`src/rtl/us_frame_pkg.sv`:
```
// Shared types and helpers for the frame writer: state encoding, word width and header-word slicing.
package us_frame_pkg;

  localparam int unsigned WORD_W        = 32;
  localparam int unsigned HDR_MAX_WORDS = 64;
  localparam int unsigned HDR_MAX_W     = HDR_MAX_WORDS * WORD_W;

  typedef enum logic [2:0] {
    ST_IDLE = 3'd0,
    ST_FHDR = 3'd1,
    ST_PHDR = 3'd2,
    ST_DATA = 3'd3,
    ST_CSUM = 3'd4
  } state_e;

  // Word idx of a zero-extended header concatenation, word 0 in the LSBs.
  function automatic logic [WORD_W-1:0] hdr_word(input logic [HDR_MAX_W-1:0] hdr,
                                                 input int unsigned idx);
    return hdr[idx*WORD_W +: WORD_W];
  endfunction

endpackage

```
`src/rtl/us_hdr_mux.sv`:
```
// Selects one 32-bit header word from {param, mw}; indices 0..MW-1 are frame header words.
module us_hdr_mux
  import us_frame_pkg::*;
#(
  parameter int unsigned MW_WORDS = 2,
  parameter int unsigned PW_WORDS = 4,
  parameter int unsigned IDX_W    = 3
) (
  input  logic [MW_WORDS*WORD_W-1:0] mw,
  input  logic [PW_WORDS*WORD_W-1:0] param,
  input  logic [IDX_W-1:0]           idx,
  output logic [WORD_W-1:0]          word_c
);

  localparam int unsigned CAT_W = (MW_WORDS + PW_WORDS) * WORD_W;

  logic [CAT_W-1:0] cat;

  assign cat    = {param, mw};
  assign word_c = hdr_word(HDR_MAX_W'(cat), 32'(idx));

endmodule

```
`src/rtl/us_frame_writer.sv`:
```
// Sequences frame header, parameter header and A-scan words into one bank of the frame RAM.
// Optional checksum word after each sub-channel when US_FRAME_CSUM_EN is defined.
module us_frame_writer
  import us_frame_pkg::*;
#(
  parameter int unsigned N_CH     = 8,
  parameter int unsigned MW_WORDS = 2,
  parameter int unsigned PW_WORDS = 4,
  parameter int unsigned DEPTH    = 1024,
  parameter int unsigned LEN_W    = 11,
  localparam int unsigned CH_W    = (N_CH > 1) ? $clog2(N_CH) : 1,
  localparam int unsigned PTR_W   = $clog2(DEPTH)
) (
  input  logic                       clk,
  input  logic                       rst_n,
  input  logic                       i_sync,
  input  logic                       i_sub_sync,
  input  logic [CH_W-1:0]            i_sub_ch,
  input  logic [LEN_W-1:0]           i_scan_len,
  input  logic                       i_bank,
  input  logic [MW_WORDS*WORD_W-1:0] i_mw,
  input  logic [PW_WORDS*WORD_W-1:0] i_param,
  input  logic [WORD_W-1:0]          i_in_data,
  input  logic                       i_in_vld,
  output logic                       o_in_rdy,
  output logic [PTR_W:0]             o_wr_addr,
  output logic [WORD_W-1:0]          o_wr_data,
  output logic                       o_wr_en,
  output logic                       o_done,
  output logic [CH_W-1:0]            o_sub_ch,
  output logic                       o_ovf,
  output logic                       o_err
);

  localparam int unsigned IDX_W = $clog2(MW_WORDS + PW_WORDS + 1);
  localparam int unsigned CNT_W = (LEN_W > IDX_W) ? LEN_W : IDX_W;

`ifdef US_FRAME_CSUM_EN
  localparam state_e ST_AFTER_DATA = ST_CSUM;
`else
  localparam state_e ST_AFTER_DATA = ST_IDLE;
`endif

  state_e                     state_q, state_d;
  logic [PTR_W-1:0]           ptr_q, ptr_d;
  logic                       full_q, full_d;
  logic                       first_q, first_d;
  logic [CNT_W-1:0]           cnt_q, cnt_d;
  logic [LEN_W-1:0]           len_q, len_d;
  logic [MW_WORDS*WORD_W-1:0] mw_q, mw_d;
  logic [PW_WORDS*WORD_W-1:0] param_q, param_d;
  logic [WORD_W-1:0]          csum_q, csum_d;
  logic [CH_W-1:0]            sub_ch_d;
  logic                       ovf_d, err_d, wr_en_d, in_rdy_d, done_d;
  logic [PTR_W:0]             wr_addr_d;
  logic [WORD_W-1:0]          wr_data_d;
  logic                       sel_vld;
  logic [WORD_W-1:0]          sel_word;
  logic [IDX_W-1:0]           hdr_idx;
  logic [WORD_W-1:0]          hdr_word_c;

  assign hdr_idx = (state_q == ST_FHDR) ? IDX_W'(cnt_q) : IDX_W'(MW_WORDS) + IDX_W'(cnt_q);

  us_hdr_mux #(
    .MW_WORDS (MW_WORDS),
    .PW_WORDS (PW_WORDS),
    .IDX_W    (IDX_W)
  ) u_hdr_mux (
    .mw     (mw_q),
    .param  (param_q),
    .idx    (hdr_idx),
    .word_c (hdr_word_c)
  );

  // Next-state, counters and write-port selection; sync/sub-sync preempt the running sequence.
  always_comb begin
    state_d   = state_q;
    ptr_d     = ptr_q;
    full_d    = full_q;
    first_d   = first_q;
    cnt_d     = cnt_q;
    len_d     = len_q;
    mw_d      = mw_q;
    param_d   = param_q;
    csum_d    = csum_q;
    sub_ch_d  = o_sub_ch;
    ovf_d     = o_ovf;
    err_d     = o_err;
    wr_en_d   = 1'b0;
    wr_addr_d = o_wr_addr;
    wr_data_d = o_wr_data;
    sel_vld   = 1'b0;
    sel_word  = '0;

    if (i_sync || i_sub_sync) begin
      if (i_sync) begin
        ptr_d   = '0;
        full_d  = 1'b0;
        first_d = 1'b1;
        ovf_d   = 1'b0;
        err_d   = 1'b0;
        cnt_d   = '0;
        state_d = ST_IDLE;
      end
      if (i_sub_sync) begin
        if (!i_sync && state_q != ST_IDLE) err_d = 1'b1;
        sub_ch_d = i_sub_ch;
        len_d    = i_scan_len;
        mw_d     = i_mw;
        param_d  = i_param;
        cnt_d    = '0;
        csum_d   = '0;
        state_d  = (i_sync || first_q) ? ST_FHDR : ST_PHDR;
      end
    end else begin
      case (state_q)
        ST_FHDR: begin
          sel_vld  = 1'b1;
          sel_word = hdr_word_c;
          cnt_d    = cnt_q + 1'b1;
          if (cnt_q == CNT_W'(MW_WORDS - 1)) begin
            cnt_d   = '0;
            first_d = 1'b0;
            state_d = ST_PHDR;
          end
        end
        ST_PHDR: begin
          sel_vld  = 1'b1;
          sel_word = hdr_word_c;
          cnt_d    = cnt_q + 1'b1;
          if (cnt_q == CNT_W'(PW_WORDS - 1)) begin
            cnt_d   = '0;
            state_d = (len_q == '0) ? ST_AFTER_DATA : ST_DATA;
          end
        end
        ST_DATA: begin
          if (i_in_vld && o_in_rdy) begin
            sel_vld  = 1'b1;
            sel_word = i_in_data;
            cnt_d    = cnt_q + 1'b1;
            if (CNT_W'(cnt_q + 1'b1) == CNT_W'(len_q)) state_d = ST_AFTER_DATA;
          end
        end
        ST_CSUM: begin
          sel_vld  = 1'b1;
          sel_word = csum_q;
          state_d  = ST_IDLE;
        end
        ST_IDLE: ;
        default: state_d = ST_IDLE;
      endcase

      // Dropped words still count toward the checksum; the pointer sticks at the last word.
      if (sel_vld) begin
        if (state_q != ST_CSUM) csum_d = csum_q + sel_word;
        if (full_q) begin
          ovf_d = 1'b1;
        end else begin
          wr_en_d   = 1'b1;
          wr_addr_d = {i_bank, ptr_q};
          wr_data_d = sel_word;
          if (ptr_q == PTR_W'(DEPTH - 1)) full_d = 1'b1;
          else                            ptr_d  = ptr_q + 1'b1;
        end
      end
    end

    in_rdy_d = (state_d == ST_DATA);
    done_d   = (state_d == ST_IDLE);
  end

  // State and registered outputs.
  always_ff @(posedge clk or negedge rst_n) begin
    if (!rst_n) begin
      state_q   <= ST_IDLE;
      ptr_q     <= '0;
      full_q    <= 1'b0;
      first_q   <= 1'b0;
      cnt_q     <= '0;
      len_q     <= '0;
      mw_q      <= '0;
      param_q   <= '0;
      csum_q    <= '0;
      o_sub_ch  <= '0;
      o_ovf     <= 1'b0;
      o_err     <= 1'b0;
      o_wr_en   <= 1'b0;
      o_wr_addr <= '0;
      o_wr_data <= '0;
      o_in_rdy  <= 1'b0;
      o_done    <= 1'b1;
    end else begin
      state_q   <= state_d;
      ptr_q     <= ptr_d;
      full_q    <= full_d;
      first_q   <= first_d;
      cnt_q     <= cnt_d;
      len_q     <= len_d;
      mw_q      <= mw_d;
      param_q   <= param_d;
      csum_q    <= csum_d;
      o_sub_ch  <= sub_ch_d;
      o_ovf     <= ovf_d;
      o_err     <= err_d;
      o_wr_en   <= wr_en_d;
      o_wr_addr <= wr_addr_d;
      o_wr_data <= wr_data_d;
      o_in_rdy  <= in_rdy_d;
      o_done    <= done_d;
    end
  end

endmodule

```
`config.mk`:
```
export PLATFORM = sky130hd
export DESIGN_NAME = us_frame_writer
export DESIGN_NICKNAME = d
export VERILOG_FILES = /design/src/rtl/us_frame_pkg.sv /design/src/rtl/us_hdr_mux.sv /design/src/rtl/us_frame_writer.sv
export SDC_FILE = /design/constraint.sdc
export NUM_CORES = 1
export LEC_CHECK = 0
export CAP_MARGIN = 20
export CORE_MARGIN = 4
export CORE_UTILIZATION = 57
export DETAILED_ROUTE_END_ITERATION = 7
export PLACE_DENSITY_LB_ADDON = 0.25
export SYNTH_ARGS = -nofsm -noshare
export SYNTH_HDL_FRONTEND = slang
export SYNTH_SLANG_ARGS = --single-unit
```
`constraint.sdc`:
```
create_clock -name clk -period 9.6 [get_ports clk]
set_clock_uncertainty 0.15 [all_clocks]
set_input_delay 1.92 -clock clk [delete_from_list [all_inputs] [get_ports clk]]
set_output_delay 1.92 -clock clk [all_outputs]
set_load 0.1 [all_outputs]
```
==> metrics.md, run 1 <==
| Metric | Value |
|---|---|
| Status | `complete, no violations` |
| Period utilisation layout | `0.6089` |
| Critical Path Start | `i_in_vld` |
| FF-to-FF Start | `state_q[0]` |
| VDD IR max | `between 0.0001 and 0.00015 V` |
| Hold_buf cts | `0` |
| Die Wd | `roughly 170 um` |
| PortBufs | `around 290` |
| Synth area leader | `dfrtp_1` |
| Iter 0 DRT Violations | `around 740` |
| Post-synth top flop | `dfrtp_1` |
| H-tree depth | `2` |
| Yosys top cell area share | `0.4919` |
| Clk sinks | `between 300 and 400` |
| Slew @ Worst Pin | `around 1.1 ns` |
| Area contributors post-synth | `dfrtp_1 (49%), mux2_2 (20%), mux4_2 (4.6%), a22oi_1 (2.9%), ha_1 (2.8%)` |
| Number of global-route vias before repair | `roughly 12000` |
| Synth Register Bits | `312` |
| Total global routing overflow | `0` |
| CP endpoint kind | `flip-flop` |
| IO Pins | `295` |
| Post-DR vias/cell | `approximately 6.0` |
| Pin count of the biggest net entering global routing | `163` |
| Post-Syn Nets | `between 1500 and 2000` |
| Ys Warns | `0` |
| Crit path arrival time | `a little over 6 ns` |
| Max_slew headroom | `0.2728` |
| Area Overhead vs Synth | `28.13%` |
| Post-synth EDFFs | `0` |
| Clock root buffer | `clkbuf_16` |
| Initial antenna violation count | `8` |
| Ys async rst share | `1.000` |
| GPL Wtd Cong | `0.9082` |
| WL per Instance | `21.52 um` |
| Tot GR Track Use | `0.2741` |
| Max FO, Critical Path | `35` |
| Max_cap viols | `0` |
| Filler Cell Count | `about 1800` |
| 1st-pass router iterations | `5` |
| Worst-path clk slew | `approximately 0.06 ns` |
| Synth Cell Area | `roughly 16000 sq um` |
| FMAX | `roughly 170 MHz` |
| Final hold violation count | `0` |
| Static leakage | `between 8 and 9 nW` |
| Startpoint Class | `input port` |
| Die area | `between 30000 and 40000 sq um` |
| Initial Util | `0.5837` |
| Final net count | `~1800` |
| First-pass GRT wire length | `roughly 67000 um` |
| Post-CTS setup buffers | `0` |
| PostCTS Resize Cnt | `0` |
| Core Area | `around 27000 sq um` |
| CTS tree | `done` |
| Std cell rows | `60` |
| Worst-skew pair later-pin latency | `around 0.51 ns` |
| Final setup fails | `0` |
| Worst hold path type | `flip-flop to flip-flop` |
| PwrDens | `about 180 nW/um^2` |
| Final core utilization | `0.7480` |
| Cts bufs inserted | `35` |
| Mapped Avg Cell Area | `approximately 12 sq um` |
| DRC | `0` |
| Post-route setup TNS | `0 ns` |
| Share of cells above drive strength 1 | `0.2535` |
| Routed WL | `around 42000 um` |
| RSZ-0062 raised after global routing | `no` |
| Longest Clk Path Bufs | `3` |
| CP Class | `input port to flip-flop` |
| Vias | `11779` |
| Max Slew Vio Count | `0` |
| Mapped Cells | `around 1300` |
| CP required | `roughly 9.8 ns` |
| Die Y | `~170 um` |
| Synth cell types | `70` |
| Detailed Place HPWL | `about 30000 um` |
| Min-Delay Startpoint | `o_wr_addr[8]` |
| Min Tclk post-route | `between 5 and 6 ns` |
| Register area share after synthesis | `0.4936` |
| Routed Antenna Nets | `0` |
-- critical path: stages --
cell             delay (ns)
clkdlybuf4s50_1        0.49
and3_1                 0.16
buf_4                  0.38
a22oi_1                0.16
o21ai_0                0.13
ha_1                   0.26
fa_1                   0.27
a211o_1                0.15
o211ai_1               0.17
a21oi_1                0.43
a2111oi_2              0.15
o31ai_1                0.71
a31oi_1                0.20
and4_1                 0.24
a311o_1                0.26
-- kinds of logic (layout without fill, tap and decap cells) --
kind of cell,after synthesis,after routing,share of synthesized area
flip-flops,312,312,0.4936
AO/OA/AOI/OAI,271,271,0.1100
AND/OR/NAND/NOR,218,218,0.06944
buffers and inverters,92,383,0.02325
multiplexers,318,318,0.2485
adder cells (fa/ha/maj),36,36,0.02895
XOR/XNOR,47,47,0.02602
other,1,7,0.0002370
-- per-stage QoR --
step / cells / worst slack [ns] / hold WS, ns / cell area (sq um) / total power, mW
after global routing: 1964 / 3.541 / 0.3648 / 20270 / 3.722
after CTS: 1957 / 3.896 / 0.3437 / 20250 / 3.614
after detailed placement: 1893 / 3.411 / 0.3340 / 19060 / 2.252
after global placement: 1893 / 3.545 / 0.3198 / 19060 / 2.233
final: 1964 / 3.755 / 0.3382 / 20270 / 3.588
after floorplan: 1295 / 4.267 / 0.3250 / 15820 / 1.971
-- power breakdown --
part           internal (mW)  switching (mW)  leakage, nW
Sequential              1.43          0.0702         3.85
Clock                  0.813           0.542        0.594
Combinational          0.315           0.416         3.99
-- layout make-up --
| cell class | count | area [sq um] | share of cell area |
|---|---|---|---|
| Clock inverter | 17 | 155.1 | 0.007654 |
| Clock buffer | 47 | 1032 | 0.05092 |
| Tap cell | 372 | 465.4 | 0.02296 |
| Timing Repair Buffer | 309 | 3075 | 0.1517 |
| Sequential cell | 312 | 7812 | 0.3854 |
| Antenna cell | 6 | 15.01 | 0.0007407 |
| Multi-Input combinational cell | 891 | 7677 | 0.3787 |
| Inverter | 10 | 37.54 | 0.001852 |
-- path summary, 6_finish.rpt --
kind,endpoint,slack (ns),cells after the start
setup / recovery,csum_q[24],3.76,15
hold / removal,o_wr_addr[8],0.34,2
setup reg to reg,csum_q[24],3.91,17
hold reg to reg,o_wr_addr[8],0.34,2
max in group asynchronous,cnt_q[0],6.53,2
min in group asynchronous,ptr_q[5],1.21,1
-- cell usage after synthesis (2+ instances only) --
cell type / n
a2111oi_0: 2
a211oi_1: 9
a21boi_0: 2
a21o_1: 14
a21oi_1: 58
a22oi_1: 62
a311o_1: 2
a31oi_1: 7
and2_1: 3
and3_1: 7
and4_1: 7
buf_1: 12
buf_2: 9
clkbuf_1: 59
dfrtp_1: 311
ha_1: 35
inv_1: 9
mux2_1: 2
mux2_2: 276
mux2i_1: 8
mux4_2: 32
nand2_1: 76
nand2b_1: 9
nand3_1: 20
nand4_1: 8
nor2_1: 38
nor2b_1: 7
nor3_1: 14
nor3b_1: 2
nor3b_2: 2
nor4_1: 7
nor4b_1: 2
o2111ai_1: 4
o211ai_1: 5
o21a_1: 3
o21ai_0: 46
o21ai_1: 28
o21bai_1: 3
o22ai_1: 3
o31ai_1: 7
o41ai_1: 3
or2_2: 2
or3_1: 8
xnor2_1: 27
xor2_1: 20
-- cells in the final DEF, fill, tap and decap left out, types with 11 or more instances in the layout --
master           instances
nand2_1                 76
xor2_1                  20
o21ai_0                 46
o21ai_1                 28
nor2_1                  37
clkinv_2                11
mux4_2                  32
clkdlybuf4s50_1        292
nand3_1                 20
a22oi_1                 62
nor3_1                  13
buf_4                   13
ha_1                    35
clkbuf_16               36
xnor2_1                 26
a21oi_1                 58
a21o_1                  14
dfrtp_1                310
mux2_2                 276
-- registers in the layout, summed over array words and instances (netlist names), 3 cells and up --
register,count
param_q,128
state_q,3
mw_q,64
o_wr_data,32
cnt_q,11
o_sub_ch,3
ptr_q,10
o_wr_addr,11
csum_q,32
len_q,11
-- metal layers --
metal,routed length (um),part of all wire,global-route usage
met5,21,0.00050,0
met3,3529,0.083,0.07810
met4,1161,0.027,0.07791
met2,20270,0.48,0.4485
met1,17290,0.41,0.3617
(Power assumes the default switching activity.)
==> run 2: changes to the inputs <==
--- a/config.mk
+++ b/config.mk
@@ -7,7 +7,7 @@
 export LEC_CHECK = 0
 export CAP_MARGIN = 20
 export CORE_MARGIN = 4
-export CORE_UTILIZATION = 57
+export CORE_UTILIZATION = 48
 export DETAILED_ROUTE_END_ITERATION = 7
 export PLACE_DENSITY_LB_ADDON = 0.25
 export SYNTH_ARGS = -nofsm -noshare
==> constraint.sdc (replaced) <==
create_clock -name clk -period 5.1 [get_ports clk]
set_clock_uncertainty 0.15 [all_clocks]
set_input_delay 1.02 -clock clk [delete_from_list [all_inputs] [get_ports clk]]
set_output_delay 1.02 -clock clk [all_outputs]
set_load 0.1 [all_outputs]
==> run 2 against run 1 <==
  * Final area rose by 2.1%
  * Global-route usage is 3.5 points lower
  * Non-clock buffer count rose by 17
  * Critical path type is now flip-flop to flip-flop
  * Critical endpoint is now csum_q[31]
  * Highest routed layer unchanged
==> metrics.md, run 2 (synthesis results as in run 1) <==
| Metric | Value |
|---|---|
| Sequential share of power | `0.401 (-0.018)` |
| Worst-path clk slew | `0.07 ns (about the same)` |
| Switching part of the total | `0.2789 (-0.007737)` |
| Max_cap viols | `0 (unchanged)` |
| Die Y | `189.5 um (+8.6%)` |
| CP required | `5.39 ns (-4.45 ns)` |
| CP max stage delay | `0.46 ns (-0.25 ns)` |
| Cell Int Power | `5.090 mW (+99%)` |
| Post-route setup TNS | `0 ns (unchanged)` |
| Routed WL | `43540 um (+3.0%)` |
| Final hold violation count | `0 (unchanged)` |
| Routed Antenna Nets | `0 (unchanged)` |
| Tot GR Track Use | `0.2388 (-0.03536)` |
| Switching pwr | `1.968 mW (+91%)` |
| Max_slew headroom | `0.2693 (-0.003504)` |
| Hold slack final | `0.3102 ns (-0.02803 ns)` |
| Max FFs per register | `128 (unchanged)` |
| Startpoint Class | `flip-flop` |
| Final setup fails | `0 (unchanged)` |
| PwrDens | `341.0 nW/um^2 (+93%)` |
| Crit path arrival time | `5.13 ns (-0.96 ns)` |
| Die area | `35930 sq um (+18%)` |
| Vias | `11717 (-0.53%)` |
| Clk network pwr share | `0.401 (+0.023)` |
| H-tree depth | `2 (unchanged)` |
| PortBufs | `294 (unchanged)` |
| Placed Cells | `1981 (+4.6%)` |
| DRC | `0 (unchanged)` |
| Commonest non-fill, non-tap cells in the layout | `dfrtp_1 (310), clkdlybuf4s50_1 (292), mux2_2 (276)` |
| Max FO, Critical Path | `10 (-71%)` |
| GPL Wtd Cong | `0.8336 (-8.2%)` |
| Longest Clk Path Bufs | `3 (unchanged)` |
| Gate power share | `0.199 (-0.005)` |
| Post-Layout Cell Count | `2049 (+4.3%)` |
| CP endpoint kind | `flip-flop` |
| Static leakage | `8.601 nW (+1.9%)` |
| Most common cell after layout, fill and taps aside | `dfrtp_1` |
| Post-DP Area | `19330 sq um (+1.4%)` |
| Worst hold path type | `input port to async pin` |
| FF+latch area | `7812 sq um (unchanged)` |
| Reg-to-reg setup timing slack | `0.26 ns (-3.65 ns)` |
| Core Area | `32540 sq um (+20%)` |
| Final net count | `1858 (+1.0%)` |
| Clock root buffer | `clkbuf_16` |
| Reg2reg path depth | `15 (-2)` |
| Number of global-route vias before repair | `11992 (-1.4%)` |
| Share of cells above drive strength 1 | `0.2629 (+0.009461)` |
| Critical-path top delay cell | `dfrtp_1` |
| Multi-input logic area | `7722 sq um (+0.59%)` |
| WL per Instance | `21.25 um (-1.3%)` |
| Initial Util | `0.4862 (-0.09752)` |
| Reg with most FFs | `param_q` |
| Period utilisation layout | `0.9487` |
| CTS tree | `done` |
| Slew @ Worst Pin | `1.093 ns (+0.005240 ns)` |
| Critical path cell sequence | `nor3b_4, xnor2_4, buf_4, mux4_2, a22oi_1, o21ai_0, ha_1, or3_1, o21a_1, a221oi_1, a21oi_1, a311oi_1, xor2_1, or3_1, a21oi_1` |
| Regs by FF count | `param_q: 128 flops, mw_q: 64 flops` |
| Iter 0 DRT Violations | `636 (-14%)` |
| Pin count of the biggest net entering global routing | `146 (-10%)` |
| Clk sinks | `312 (unchanged)` |
| Cts bufs inserted | `36 (+2.9%)` |
| Min Tclk post-route | `4.838 ns` |
| First-pass GRT wire length | `68030 um (+1.8%)` |
| Status | `complete, no violations` |
| FF-to-FF Start | `state_q[2]` |
| Max Slew Vio Count | `0 (unchanged)` |
| Post-DR vias/cell | `5.718 (-4.7%)` |
| 1st-pass router iterations | `5 (unchanged)` |
| VDD IR max | `0.0002389 V (+66%)` |
| Initial antenna violation count | `10 (+2)` |
| IO Pins | `295 (unchanged)` |
| Total global routing overflow | `0 (unchanged)` |
| Worst-skew pair later-pin latency | `0.52 ns (about the same)` |
| Reg-to-reg endpoint | `csum_q[31]` |
| Area Overhead vs Synth | `30.85%` |
| FMAX | `~210 MHz` |
| Final design area excluding fillers | `20700 sq um (+2.1%)` |
| Detailed Place HPWL | `32050 um (+7.2%)` |
| Die Wd | `189.5 um (+8.6%)` |
| CP Class | `flip-flop to flip-flop` |
| Std cell rows | `66 (+10%)` |
| Filler Cell Count | `2603 (+42%)` |
## run 2: changes by cell type in the layout (fill, tap and decap cells not counted), moves of 2 or more
cell / before / now
clkinv_2: 11 / 5
clkbuf_1: 2 / 4
bufinv_16: 2 / 7
buf_12: 1 / 4
diode_2: 6 / 2
buf_4: 13 / 26
## run 2: worst max path at each step
| stage | from | to | depth (start not counted) |
|---|---|---|---|
| 6_report | state_q[2] | csum_q[31] | 15 |
| 5_1_grt | state_q[2] | csum_q[24] | 16 |
| 4_1_cts | state_q[2] | csum_q[24] | 15 |
| 3_5_place_dp | i_in_vld | csum_q[24] | 13 |
| 3_3_place_gp | i_in_vld | csum_q[24] | 13 |
| 2_1_floorplan | state_q[0] | csum_q[24] | 17 |
## run 2: timing repair
action / 4_1_cts / 5_1_grt
setup buffers: 0 / 0
setup endpoints to repair: 0 / 7
hold buffers: 0 / 0
resized for setup: 0 / 10
## run 2: worst max-delay path, delay by kind of cell, from the launching register on
family	cells	cell delay [ns]
fa+ha+maj	1	0.38
xor+xnor	2	0.41
mux	1	0.36
simple gates	3	1.02
buf+inv	1	0.30
flops	1	0.46
compound gates	7	1.67
## run 2: area by class of cell
type / instances / area share
Antenna cell: 2 / 0.0002418
Clock buffer: 49 / 0.05023
Clock inverter: 16 / 0.01336
Inverter: 10 / 0.001813
Multi-Input combinational cell: 892 / 0.3730
Sequential cell: 312 / 0.3774
Tap cell: 442 / 0.02672
Timing Repair Buffer: 326 / 0.1572
## run 2: through the flow
step           setup WS (ns)  power [mW]    util
3_3_place_gp          0.1931       4.249  0.5941
3_5_place_dp          0.1469       4.274  0.5941
4_1_cts               0.1767       7.126  0.6345
6_report              0.2617       7.059  0.6362
2_1_floorplan         0.5705       3.710       -
5_1_grt             -0.01485       7.317  0.6361
## run 2: power by group through the flow
stage / Combinational, mW / Clock (mW) / Sequential, mW
after floorplan: 0.520 / 0 / 3.19
after global placement: 1.39 / 0 / 2.86
after detailed placement: 1.40 / 0 / 2.87
after CTS: 1.41 / 2.89 / 2.83
after global routing: 1.48 / 2.98 / 2.86
final: 1.40 / 2.83 / 2.83
## run 2: per-layer routing
metal / GRT usage / share of wire
met5: 0 / 0.0029
met4: 0.06539 / 0.028
met2: 0.3686 / 0.45
met1: 0.3328 / 0.44
met3: 0.07064 / 0.080
==> edit 1, RTL diff (config.mk and constraints of run 2) <==
Take the reset off `mw_q` and load it in a clocked block of its own.
--- a/src/rtl/us_frame_writer.sv
+++ b/src/rtl/us_frame_writer.sv
@@ -178,7 +178,6 @@
       first_q   <= 1'b0;
       cnt_q     <= '0;
       len_q     <= '0;
-      mw_q      <= '0;
       param_q   <= '0;
       csum_q    <= '0;
       o_sub_ch  <= '0;
@@ -196,7 +195,6 @@
       first_q   <= first_d;
       cnt_q     <= cnt_d;
       len_q     <= len_d;
-      mw_q      <= mw_d;
       param_q   <= param_d;
       csum_q    <= csum_d;
       o_sub_ch  <= sub_ch_d;
@@ -210,5 +208,9 @@
     end
   end
 
+  always_ff @(posedge clk) begin
+    mw_q <= mw_d;
+  end
+
 endmodule
 
Check against the original RTL: same outputs for any inputs over 4 cycles, from zero or initial values and one cycle with rst_n low; that may be too few to reach the edited logic, so the function may still have changed.
==> edit 1 against run 2 <==
Power down 4.4%; clock power down 13%; largest cell class unchanged; wire length down 8.1%; sequential share of layout area up 2.5 points; worst setup slack better by 0.079 ns; sequential cell count unchanged; design area down 2.5%; fmax up 1.7%; sequential power up 2%; area after synthesis down 2.0%; final cell count down 4.0%.
==> edit 1: results (changes against run 2) <==
| Quantity | Value | Change |
|---|---|---|
| Run status | completed | unchanged |
| Hpwl dp | 28,900 um | was 32,050 um |
| First-pass GRT wire length | 63,430 um | was 68,030 um |
| Global routing usage summed across all routing layers | 0.2227 | was 0.2388 |
| Internal reg-to-reg setup slack | 0.34 ns | was 0.26 ns |
| Leakage Power | 8.146 nW | was 8.601 nW |
| Slew of the pin with the lowest slew margin | 1.081 ns | was 1.093 ns |
| Post-synthesis net count | 1,526 | was 1,575 |
| Most common library cells after synthesis | dfrtp_1, mux2_2, nand2_1, o21ai_0, edfxtp_1 | was dfrtp_1, mux2_2, nand2_1, a22oi_1, clkbuf_1 |
| End of the worst register-to-register path | csum_q[26] | was csum_q[31] |
| Beginning of the worst register-to-register path | state_q[0] | was state_q[2] |
| Pin count of the biggest net entering global routing | 153 | was 146 |
| Average footprint of a synthesized cell | 12.44 um^2 | was 12.22 um^2 |
| Number of antenna violations at the first check in global routing | 5 | was 10 |
| Number of fill cells | 2,482 | was 2,603 |
| Hold Crit Class | register to register | was primary input to async pin |
| Layout cell share with drive strength beyond 1 | 0.2254 | was 0.2629 |
| Placed Cells | 1,900 | was 1,981 |
| Vias in the first global route | 11.63k | was 11.99k |
| Crit path arrival time | 5.03 ns | was 5.13 ns |
| Area contributors post-synth | dfrtp_1, mux2_2, edfxtp_1, mux4_2, a22oi_1 | was dfrtp_1, mux2_2, mux4_2, a22oi_1, ha_1 |
| Overall routed net length | 40,010 um | was 43,540 um |
| Synth unique cells | 76 | was 70 |
| Peak ir drop on the vdd network | 0.0002902 V | was 0.0002389 V |
| Top delay family on crit path | compound AO/OA/AOI/OAI gates | unchanged |
| Ratio of routed vias to standard cells | 5.711 | was 5.718 |
| Crit path max fanout | 34 | was 10 |
| Proportion of register bits with asynchronous set or reset after synthesis | 0.7949 | was 1.000 |
| Average routed wire per standard cell | 20.34 um | was 21.25 um |
| Weighted congestion at the end of routability-driven global placement | 0.9267 | was 0.8336 |
| Final-stage net count | 1,819 | was 1,858 |
| Number of enable flip-flop cells after synthesis | 64 | was 0 |
| Area growth from synthesis to layout | 30.21% | was 30.85% |
| FF-to-FF path depth | 16 | was 15 |
-- edit 1: cell count changes after synthesis, moves of 4 or more --
cell,before,now
nor2_1,38,50
o21ai_0,46,69
nand2_1,76,89
inv_1,9,13
o21a_1,3,7
mux2_2,276,215
and4_1,7,3
buf_1,12,2
nor3_1,14,10
edfxtp_1,0,64
dfrtp_1,311,247
o21ai_1,28,0
xor2_1,20,16
-- edit 1: per-stage QoR --
stage | worst slack, ns | power, mW | cell area (um^2) | utilization | hold WS (ns)
after CTS | 0.1282 | 6.820 | 20140 | 0.6350 | 0.3553
final | 0.3409 | 6.748 | 20190 | 0.6366 | 0.3505
after global routing | 0.001177 | 7.007 | 20190 | 0.6366 | 0.3604
after detailed placement | 0.0002682 | 4.341 | 19020 | 0.5997 | 0.3416
after floorplan | 0.5634 | 3.806 | 15510 | - | 0.3195
after global placement | 0.09314 | 4.313 | 19020 | 0.5997 | 0.3336
-- edit 1: where the power goes --
part	internal, mW	switching (mW)	total [mW]
clock	1.45	1.01	2.46
combinational	0.582	0.813	1.40
sequential	2.77	0.123	2.89
-- edit 1: how the worst min path moves through the flow --
stage	endpoint	slack (ns)	depth (start not counted)
after floorplan	first_q	0.32	2
after global placement	param_q[60]	0.33	1
after detailed placement	param_q[2]	0.34	1
after CTS	param_q[2]	0.36	1
after global routing	param_q[17]	0.36	1
final	param_q[17]	0.35	1
-- edit 1: metal layers --
metal,share of wire,vias up,track usage
met1,0.41,5594,0.2816
met3,0.072,66,0.06162
met4,0.023,4,0.05675
met5,0.00067,-,0
met2,0.50,316,0.3815
li1,-,5253,-
-- edit 1: repair_timing --
item	in CTS	in global routing
hold buffers	0	0
resized for setup	0	3
buffers inserted	0	2
setup endpoints to repair	0	5
-- edit 1: cells by family after synthesis --
| family | share of synthesized area |
|---|---|
| AOI/OAI and AO/OA | 0.1122 |
| xor gates and xnor gates | 0.02606 |
| adders and majority gates | 0.02953 |
| buffers and inverters | 0.02203 |
| DFF | 0.5242 |
| muxes | 0.2054 |
| other | 0.0002418 |
| and+or+nand+nor | 0.08037 |
-- edit 1: cell type report --
| class | instances | area share |
|---|---|---|
| clock inverters | 17 | 0.007870 |
| multi-input cells | 849 | 0.3518 |
| clock buffers | 44 | 0.04759 |
| diodes | 3 | 0.0003718 |
| repair buffers | 327 | 0.1622 |
| flip-flops and latches | 312 | 0.4028 |
| well taps | 402 | 0.02491 |
| inverters | 13 | 0.002417 |
==> edit 2, RTL diff (settings of run 2) <==
Made on the original files. `MW_WORDS` is set to 2 in 2 places; all go to 4.
--- a/src/rtl/us_hdr_mux.sv
+++ b/src/rtl/us_hdr_mux.sv
@@ -2,7 +2,7 @@
 module us_hdr_mux
   import us_frame_pkg::*;
 #(
-  parameter int unsigned MW_WORDS = 2,
+  parameter int unsigned MW_WORDS = 4,
   parameter int unsigned PW_WORDS = 4,
   parameter int unsigned IDX_W    = 3
 ) (
--- a/src/rtl/us_frame_writer.sv
+++ b/src/rtl/us_frame_writer.sv
@@ -4,7 +4,7 @@
   import us_frame_pkg::*;
 #(
   parameter int unsigned N_CH     = 8,
-  parameter int unsigned MW_WORDS = 2,
+  parameter int unsigned MW_WORDS = 4,
   parameter int unsigned PW_WORDS = 4,
   parameter int unsigned DEPTH    = 1024,
   parameter int unsigned LEN_W    = 11,
Interface: changed (resized i_mw); port bits go from 295 to 359. The function was not compared with the original's and may differ.
==> edit 2 against run 2 <==
Design area is 18% higher; count of clock-buffer cells in the layout is 11 higher; area after synthesis is 18% higher; sequential share of layout area is 0.86 points higher; combinational power is 14% higher; worst setup slack better by 0.071 ns; critical endpoint unchanged; power is 17% higher; sequential cell count is 64 higher; wire length is 21% higher.
==> edit 2: results (changes against run 2) <==
| Quantity | Value | Change |
|---|---|---|
| Hpwl dp | 38,950 um | was 32,050 um |
| Peak ir drop on the vdd network | 0.0002597 V | was 0.0002389 V |
| Met3 layer wire length in the routed design | 4781 um | was 3462 um |
| 1st-iter DRT viols | 815 | was 636 |
| Number of antenna violations at the first check in global routing | 18 | was 10 |
| GR met3 Demand/Resource | 0.08073 | was 0.07064 |
| Global routing usage summed across all routing layers | 0.2503 | was 0.2388 |
| Instance area after placement | 0.02286 mm^2 | was 0.01933 mm^2 |
| Internal cell power | 5.952 mW | was 5.090 mW |
| Delay contributed by the slowest stage of the critical path | 0.50 ns | was 0.46 ns |
| Combinational-cell power consumption | 1.60 mW | was 1.40 mW |
| First-pass GRT wire length | 80,610 um | was 68,030 um |
| Detailed-routing iteration count for the pre-antenna-repair pass | 6 | was 5 |
| Met1 usage | 0.3410 | was 0.3328 |
| Top flop regs | mw_q (128), param_q (128) | was param_q (128), mw_q (64) |
| Pin count of the biggest net entering global routing | 113 | was 146 |
| Leakage Power | 10.14 nW | was 8.601 nW |
| Average routed wire per standard cell | 22.67 um | was 21.25 um |
| Total non-filler cell area in the finished layout | 0.02440 mm^2 | was 0.02070 mm^2 |
| Total met2 wirelength after detailed routing | 24,220 um | was 19,770 um |
| Hold Crit Class | register to register | was primary input to async pin |
| Final-stage net count | 2,113 | was 1,858 |
| Vias in the first global route | 13.78k | was 11.99k |
| Sequential power | 3.43 mW | was 2.83 mW |
| Post-route worst hold slack | 0.3485 ns | was 0.3102 ns |
| Post-route clock period utilization | 0.9347 | was 0.9487 |
| Ratio of routed vias to standard cells | 5.699 | was 5.718 |
| IO Port Bufs | 358 | was 294 |
| TritonCTS buffer count | 42 | was 36 |
| M2 GR Usage | 0.3873 | was 0.3686 |
| Placed Cells | 2,235 | was 1,981 |
| Area contributors post-synth | dfrtp_1, mux2_2, mux4_2, ha_1, mux2i_1 | was dfrtp_1, mux2_2, mux4_2, a22oi_1, ha_1 |
| Run status | completed | unchanged |
| Post-placement worst setup slack | -0.003082 ns | was 0.1469 ns |
| Number of fill cells | 2,881 | was 2,603 |
| Weighted congestion at the end of routability-driven global placement | 0.9037 | was 0.8336 |
| Crit path max fanout | 24 | was 10 |
| Internal reg-to-reg setup slack | 0.33 ns | was 0.26 ns |
-- edit 2: timing repair --
item / 4_1_cts / 5_1_grt
endpoints found under the setup margin: 0 / 4
gates resized for setup: 0 / 2
buffers inserted: 0 / 0
-- edit 2: area by class of cell --
class / instances / area share
clock inverter: 14 / 0.01041
multi-input combinational: 945 / 0.3614
inverter: 14 / 0.002154
antenna: 11 / 0.001128
clock buffer: 60 / 0.04995
timing repair buffer: 390 / 0.1627
tap: 511 / 0.02621
sequential: 376 / 0.3860
-- edit 2: logic make-up (layout without fill, tap and decap cells) --
| family | Yosys count | count (layout) | synth area share |
|---|---|---|---|
| xor+xnor | 45 | 45 | 0.02120 |
| mux | 416 | 416 | 0.2883 |
| simple gates | 225 | 225 | 0.06131 |
| compound gates | 222 | 222 | 0.07645 |
| flops | 376 | 376 | 0.5062 |
| buf+inv | 99 | 478 | 0.02174 |
| other cells | 1 | 12 | 0.0002017 |
| fa+ha+maj | 36 | 36 | 0.02463 |
